### src/rtl/inst_trace_buffer.sv
// Instruction trace buffer: captures CPU instruction words into a small FIFO and
// replays each one on a stable bus with a spaced, registered print pulse.
module inst_trace_buffer #(
    parameter int DEPTH      = 8,
    parameter int PULSE_HIGH = 2,
    parameter int GAP        = 3
) (
    input  logic                     clk,
    input  logic                     reset,
    input  logic                     capture_valid,
    input  logic [31:0]              capture_inst,
    input  logic                     drain_en,
    input  logic                     clear,
    output logic [31:0]              instruction,
    output logic                     pulse,
    output logic [$clog2(DEPTH):0]   count,
    output logic                     overflow,
    output logic [7:0]               dropped
);

    localparam int AW       = $clog2(DEPTH);
    localparam int CNTW     = AW + 1;
    localparam int HOLD_MAX = (PULSE_HIGH > GAP) ? PULSE_HIGH : GAP;
    localparam int CW       = (HOLD_MAX > 1) ? $clog2(HOLD_MAX) : 1;

    typedef enum logic [1:0] {S_IDLE, S_SETUP, S_HIGH, S_GAP} state_t;

    logic [31:0]     r_mem [DEPTH];
    logic [AW-1:0]   r_wr_ptr;
    logic [AW-1:0]   r_rd_ptr;
    logic [CNTW-1:0] r_count;
    logic            r_overflow;
    logic [7:0]      r_dropped;
    logic [31:0]     r_instruction;
    logic            r_pulse;
    state_t          r_state;
    logic [CW-1:0]   r_hold_cnt;

    state_t          w_next_state;
    logic [CW-1:0]   w_next_cnt;
    logic            w_pop;
    logic            w_full;
    logic            w_push;
    logic            w_drop;

    assign w_full = (r_count == CNTW'(DEPTH));
    // A full FIFO still accepts a capture when the head leaves at the same edge.
    assign w_push = capture_valid && !clear && (!w_full || w_pop);
    assign w_drop = capture_valid && !clear && w_full && !w_pop;

    // NOTE: every variable gets a default before the case so no latch is inferred.
    always_comb begin
        w_next_state = r_state;
        w_next_cnt   = r_hold_cnt;
        w_pop        = 1'b0;
        if (clear) begin
            w_next_state = S_IDLE;
            w_next_cnt   = '0;
        end else begin
            unique case (r_state)
                S_IDLE: begin
                    if (drain_en && (r_count != '0)) begin
                        w_next_state = S_SETUP;
                        w_pop        = 1'b1;
                    end
                end
                S_SETUP: begin
                    w_next_state = S_HIGH;
                    w_next_cnt   = CW'(PULSE_HIGH - 1);
                end
                S_HIGH: begin
                    if (r_hold_cnt == '0) begin
                        w_next_state = S_GAP;
                        w_next_cnt   = CW'(GAP - 1);
                    end else begin
                        w_next_cnt = r_hold_cnt - 1'b1;
                    end
                end
                S_GAP: begin
                    if (r_hold_cnt == '0) begin
                        w_next_state = S_IDLE;
                    end else begin
                        w_next_cnt = r_hold_cnt - 1'b1;
                    end
                end
                default: w_next_state = S_IDLE;
            endcase
        end
    end

    // NOTE: storage array carries no reset; entries are only read after being written.
    always_ff @(posedge clk) begin
        if (w_push) r_mem[r_wr_ptr] <= capture_inst;
    end

    // NOTE: sequential state uses non-blocking assignments only.
    always_ff @(posedge clk or negedge reset) begin
        if (!reset) begin
            r_wr_ptr      <= '0;
            r_rd_ptr      <= '0;
            r_count       <= '0;
            r_overflow    <= 1'b0;
            r_dropped     <= '0;
            r_instruction <= '0;
            r_pulse       <= 1'b0;
            r_state       <= S_IDLE;
            r_hold_cnt    <= '0;
        end else begin
            r_state    <= w_next_state;
            r_hold_cnt <= w_next_cnt;
            // Registered from the next state so the strobe never glitches.
            r_pulse    <= (w_next_state == S_HIGH);
            if (w_pop) r_instruction <= r_mem[r_rd_ptr];
            if (clear) begin
                r_wr_ptr   <= '0;
                r_rd_ptr   <= '0;
                r_count    <= '0;
                r_overflow <= 1'b0;
                r_dropped  <= '0;
            end else begin
                if (w_push) r_wr_ptr <= r_wr_ptr + 1'b1;
                if (w_pop)  r_rd_ptr <= r_rd_ptr + 1'b1;
                unique case ({w_push, w_pop})
                    2'b10:   r_count <= r_count + 1'b1;
                    2'b01:   r_count <= r_count - 1'b1;
                    default: r_count <= r_count;
                endcase
                if (w_drop) begin
                    r_overflow <= 1'b1;
                    if (r_dropped != 8'hFF) r_dropped <= r_dropped + 8'd1;
                end
            end
        end
    end

    assign instruction = r_instruction;
    assign pulse       = r_pulse;
    assign count       = r_count;
    assign overflow    = r_overflow;
    assign dropped     = r_dropped;

endmodule

### config.mk
export PLATFORM = sky130hd
export DESIGN_NAME = inst_trace_buffer
export DESIGN_NICKNAME = d
export VERILOG_FILES = /design/src/rtl/inst_trace_buffer.sv
export SDC_FILE = /design/constraint.sdc
export NUM_CORES = 1
export LEC_CHECK = 0
export ABC_AREA = 0
export BUFFER_PORTS_ARGS = -buffer_cell sky130_fd_sc_hd__clkbuf_2
export CAP_MARGIN = 20
export CORE_UTILIZATION = 55
export CTS_BUF_LIST = sky130_fd_sc_hd__clkbuf_2 sky130_fd_sc_hd__clkbuf_4 sky130_fd_sc_hd__clkbuf_8
export DETAILED_ROUTE_END_ITERATION = 8
export GPL_TIMING_DRIVEN = 0
export PLACE_DENSITY_LB_ADDON = 0.05
export SLEW_MARGIN = 40
export SYNTH_ARGS = -nofsm -noshare
export SYNTH_HDL_FRONTEND = slang
export SYNTH_SLANG_ARGS = --single-unit
export TNS_END_PERCENT = 1
### constraint.sdc
create_clock -name clk -period 6.7 [get_ports clk]
set_clock_uncertainty 0.05 [all_clocks]
set_input_delay 2.01 -clock clk [delete_from_list [all_inputs] [get_ports clk]]
set_output_delay 2.01 -clock clk [all_outputs]
set_load 0.02 [all_outputs]
# Word level (Yosys, flattened, before mapping)

Memories as Yosys holds them, arrays and structs flattened. A register that Yosys moved wholly into a read port is not among the register bits.
Index checks and enable logic that the tools add are counted.

Register bits: 24
Bits in writable memories: 256
Input bits: 37
Output and inout bits: 46
Logic and storage cells: 70
Memories: 1

Memory list:

| name  | depth | width | rd ports | clocked after memory_dff | wr ports | line | source |
|---|---|---|---|---|---|---|---|
| r_mem | 8     | 32    | 1        | 1                        | 1        | 28   | `logic [31:0] r_mem [DEPTH];` |

Add/subtract/negate cells: 6
Equality and inequality tests: 9
Muxes and demuxes: 25
Reductions and logical operators: 21

Operator list:

| operator                                                            | number |
|---|---|
| 8-bit two-way mux                                                   | 3 |
| 2-bit two-way mux                                                   | 7 |
| 3-bit two-way mux                                                   | 4 |
| 8-bit by 1-bit adder with 8-bit output (second input constant)      | 1 |
| 2-bit == test (second input constant)                               | 4 |
| 8-bit inequality test (second input constant)                       | 1 |
| 2-bit one-hot mux with 4 select lines                               | 1 |
| 4-bit one-hot mux with 2 select lines                               | 1 |
| 2-bit nonzero test                                                  | 4 |
| 4-bit nonzero test                                                  | 2 |
| 1-bit two-way mux                                                   | 7 |
| 3-bit by 1-bit adder with 3-bit output (second input constant)      | 2 |
| 2-bit one-hot mux with 3 select lines                               | 1 |
| 1-bit logical AND                                                   | 5 |
| 4-bit by 1-bit adder with 4-bit output (second input constant)      | 1 |
| 2-bit by 1-bit == test with 1-bit output (second input constant)    | 2 |
| 4-bit == test (second input constant)                               | 1 |
| 1-bit logical NOT                                                   | 4 |
| 2-bit logical NOT                                                   | 2 |
| 4-bit two-way mux                                                   | 1 |
| 2-bit AND reduction                                                 | 2 |
| 4-bit by 1-bit subtractor with 4-bit output (second input constant) | 1 |
| 3-bit inequality test (second input constant)                       | 1 |
| 3-bit nonzero test                                                  | 1 |
| 2 further kinds                                                     | 2 |

# Depth between registers and ports, before layout

Word-level depth: 10
Mapped depth: 10

# Worst setup path before layout

Ideal clock, no wire load.

Path kind: input -> register
Start point: input port drain_en
End point: memory r_mem[0][0], enable pin
Library setup time: 0.501 ns
Arrival time: 5.805 ns
Required time: 6.149 ns
Slack: 0.344 ns
Stages: 4
Path buffers: 0
Cell sequence: nor3b_2 > o21ai_0 > nand2b_1 > nor4_1

Word-level cells in the longest chain between the ends: 8

Ends and longest elaborated chain:

| what                                    | line | source |
|---|---|---|
| start, declared                         | 12   | `input logic drain_en,` |
| 1-bit logical AND                       | 62   | `if (drain_en && (r_count != '0)) begin` |
| 1-bit two-way mux                       | 62   |  |
| 1-bit two-way mux                       | 60   | `unique case (r_state)` |
| 1-bit two-way mux                       | 56   | `if (clear) begin` |
| 1-bit logical OR                        | 48   | `assign w_push = capture_valid && !clear && (!w_full \|\| w_pop);` |
| 1-bit logical AND                       | 48   |  |
| 1-bit two-way mux                       | 93   | `if (w_push) r_mem[r_wr_ptr] <= capture_inst;` |
| 1-bit two-way mux (implied by the code) | 93   |  |
| end, declared                           | 28   |  |

No other way between the ends.

# Worst setup path in the final report

Start point: input port drain_en
End point: register r_count[3], in the netlist count[3]

Word-level cells in the longest chain between the ends: 9

Ends and longest elaborated chain:

| what                                                                      | line | source |
|---|---|---|
| 1-bit logical AND (*)                                                     | 62   |  |
| 1-bit two-way mux (*)                                                     | 62   |  |
| 1-bit two-way mux (*)                                                     | 60   |  |
| 1-bit two-way mux (*)                                                     | 56   |  |
| 1-bit logical OR                                                          | 48   |  |
| 1-bit logical AND                                                         | 48   |  |
| 2-bit by 1-bit == test with 1-bit output or 2-bit == test (tied branches) | 123  | `unique case ({w_push, w_pop})` |
| 4-bit one-hot mux with 2 select lines                                     | 123  |  |
| 4-bit two-way mux                                                         | 114  | `if (clear) begin` |
| end signal, assigned                                                      | 124  | `2'b10: r_count <= r_count + 1'b1;` |
| end signal, assigned                                                      | 125  | `2'b01: r_count <= r_count - 1'b1;` |
| end signal, assigned                                                      | 126  | `default: r_count <= r_count;` |
| end, declared                                                             | 31   | `logic [CNTW-1:0] r_count;` |

Mark *: on every way between the ends. The rest lies on a longest branch, timed or not.
A chain may end at the register's enable or synchronous reset.

==> impl_metrics.json <==
{
  "status": "completed",
  "final_common_cell": "edfxtp_1",
  "rsz0062_at_grt": "false",
  "syn2layout_area_growth_pct": 17.9,
  "grt_overflow": 0,
  "period_needed_ns": 4.42,
  "clkPwrFrac_pct": 31.6,
  "yosysSeqAreaShare_pct": 75.0,
  "routabilityCongestion": 0.791,
  "layout-drive-gt1-share_pct": 34.9,
  "io_pins": 83,
  "numCtsBuffers": 50,
  "drt_iter0_markers": 381,
  "die_w_um": 150,
  "synthesis.area_sq_um": 12100,
  "hold_violations": 0,
  "syn_avg_cell_area_sq_um": 19.2,
  "pwr-share-comb_pct": 21.3,
  "dr.pass1.iters": 5,
  "dp_hpwl_mm": 16.1,
  "tritoncts": "done",
  "clk_pin_slew_worst_paths_ns": 0.06,
  "yosysUniqueCellTypes": 46,
  "clockBufferDepth": 3,
  "num_antenna_cells": 0,
  "drv_slew": 0,
  "core_sq_um": 21300,
  "num_rows": 53,
  "cellLeakagePower_nw": 5.03,
  "route.detailed.drc": 0,
  "powerDensity_nw_per_um2": 347,
  "p_switching_mw": 1.41,
  "synthCells": 632,
  "ys_warn_count": 0,
  "port_buffers": 80,
  "final_cell_mix": "edfxtp_1, clkbuf_2, mux4_2",
  "fin_crit_sh_pct": 66.0,
  "clk_latency_ns": 0.56,
  "fill_cells": 1463,
  "avgViaCountPerCell": 5.73,
  "grt_util_all_layers_pct": 23.2,
  "top_usage_layer": "met2",
  "async_reset_ff_share_pct": 17.9,
  "dieHeight_um": 150,
  "use_met3_pct": 5.09,
  "final_util_pct": 67.1,
  "cts-root-buf": "clkbuf_8",
  "fmax_mhz": 226,
  "grt_pass1_vias": 6704,
  "antenna_found_initial": 0,
  "hold_buffers": 0,
  "use_met1_pct": 31.9,
  "cp_max_fo": 7,
  "timing.hold.ws_ns": 0.441,
  "hp-class": "reg -> reg",
  "crit_type": "in -> reg",
  "gr-usage-met2_pct": 37.6,
  "arrival_ns": 4.81,
  "initial_core_util_pct": 56.9,
  "cts-resized-gates": 0,
  "drt-wirelength-per-cell_um": 22.1,
  "grt_start_max_net_pins": 57,
  "cts_setup_buffers": 0,
  "syn_nets": 676,
  "grt_pass1_wl_mm": 38.2,
  "ys_ff_latch": 312,
  "seqPwrFrac_pct": 47.1,
  "vias": 6426,
  "nNetsFinal": 850,
  "clock-sinks": 312,
  "synth_edf_count": 256,
  "peakVddDrop_v": 0.000193,
  "worst_pin_slew_ns": 0.808,
  "final_cell_area_sq_um": 14300,
  "htreeDepth": 2,
  "required_ns": 7.09,
  "drv_cap": 0,
  "wl_mm": 24.8,
  "slew_headroom_pct": 46.1,
  "end_kind": "flop",
  "place_area_sq_um": 13300,
  "p_int_mw": 3.55,
  "critPathLaunchType": "input port",
  "synthFlopType": "edfxtp_1",
  "setup_viol": 0,
  "antenna_left": 0,
  "die-area_sq_um": 22600,
  "switching_share_pct": 28.4
}
==> cells in the mapped netlist (2+ instances only) <==
| cell | n | area [sq um] |
|---|---|---|
| a21oi_1 | 39 | 195 |
| a31oi_1 | 2 | 12.5 |
| and3_1 | 3 | 18.8 |
| buf_1 | 4 | 15.0 |
| buf_2 | 11 | 55.1 |
| buf_6 | 2 | 22.5 |
| clkbuf_1 | 14 | 52.6 |
| dfrtp_1 | 56 | 1400 |
| edfxtp_1 | 256 | 7690 |
| ha_1 | 7 | 87.6 |
| inv_1 | 4 | 15.0 |
| mux2i_1 | 38 | 380 |
| mux4_2 | 64 | 1440 |
| nand2_1 | 16 | 60.1 |
| nand2b_1 | 4 | 25.0 |
| nand3_1 | 2 | 10.0 |
| nand4_1 | 2 | 12.5 |
| nor2_1 | 56 | 210 |
| nor3_1 | 12 | 60.1 |
| o211ai_1 | 2 | 15.0 |
| xnor2_1 | 4 | 35.0 |
| xor2_1 | 10 | 87.6 |
==> routing by layer <==
layer  vias up  wire length (um)
met5         -                 0
met4         0               363
met3        35              1370
met2       177             12500
met1      3350             10600
li1       2864                 -
==> final cells by class <==
type                    count  area (sq um)  share of cell area (%)
flip-flops and latches    312          9090                    63.6
multi-input cells         284          2910                    20.4
clock buffers              69           856                    5.99
repair buffers            122           790                    5.53
well taps                 275           344                    2.41
plain buffers              32           156                    1.10
clock inverters            23           124                   0.867
inverters                   4          15.0                   0.105
==> critical path, stage by stage <==
cell and delay, ns:
clkbuf_2 0.10, nor3b_2 0.40, o21ai_1 0.37, nor3_1 0.38, ha_1 0.34, a21boi_0 0.17
or4_1 0.46, a221o_1 0.38, a211oi_1 0.21
==> registers in the layout, summed over array words and instances (netlist names) <==
signal       cells
dropped          8
r_rd_ptr         3
r_state          2
r_hold_cnt       2
overflow         1
count            4
pulse            1
r_mem          256
r_wr_ptr         3
instruction     32
==> metrics by stage <==
step,worst slack (ns),std cells,power [mW],TNS (ns)
2_1_floorplan,0.344,632,3.11,0
3_3_place_gp,-3.19,987,3.40,-294.37
3_5_place_dp,1.80,1029,3.44,0
4_1_cts,2.37,1121,5.01,0
5_1_grt,2.12,1121,5.20,0
6_report,2.28,1121,4.96,0
==> cells by family (layout without fill, tap and decap cells) <==
| kind of cell | count (synthesis) | count (layout) | synth area share [%] |
|---|---|---|---|
| flops | 312 | 312 | 75.0 |
| simple gates | 106 | 106 | 4.09 |
| mux | 102 | 102 | 15.0 |
| compound gates | 55 | 55 | 2.73 |
| buf+inv | 36 | 250 | 1.36 |
| xor+xnor | 14 | 14 | 1.01 |
| fa+ha+maj | 7 | 7 | 0.723 |
==> path summary, 6_finish.rpt <==
path / startpoint / end / slack [ns] / cells after the start
max reg2reg: count[1]$_DFFE_PN0P_ / count[3]$_DFFE_PN0P_ / 3.28 / 9
min: overflow$_DFFE_PN0P_ / overflow$_DFFE_PN0P_ / 0.44 / 1
min in group asynchronous: reset / count[1]$_DFFE_PN0P_ / 1.40 / 1
min reg2reg: overflow$_DFFE_PN0P_ / overflow$_DFFE_PN0P_ / 0.44 / 1
max in group asynchronous: reset / instruction[2]$_DFFE_PN0N_ / 4.82 / 1
max: drain_en / count[3]$_DFFE_PN0P_ / 2.28 / 9
==> power by group through the flow <==
stage | clock network, mW | logic, mW | registers [mW]
after floorplan | 0 | 0.617 | 2.49
after global placement | 0 | 1.03 | 2.37
after detailed placement | 0 | 1.07 | 2.37
after CTS | 1.60 | 1.08 | 2.33
after global routing | 1.68 | 1.16 | 2.35
final | 1.57 | 1.06 | 2.33
Note: power is estimated with default switching activity, not from simulation.
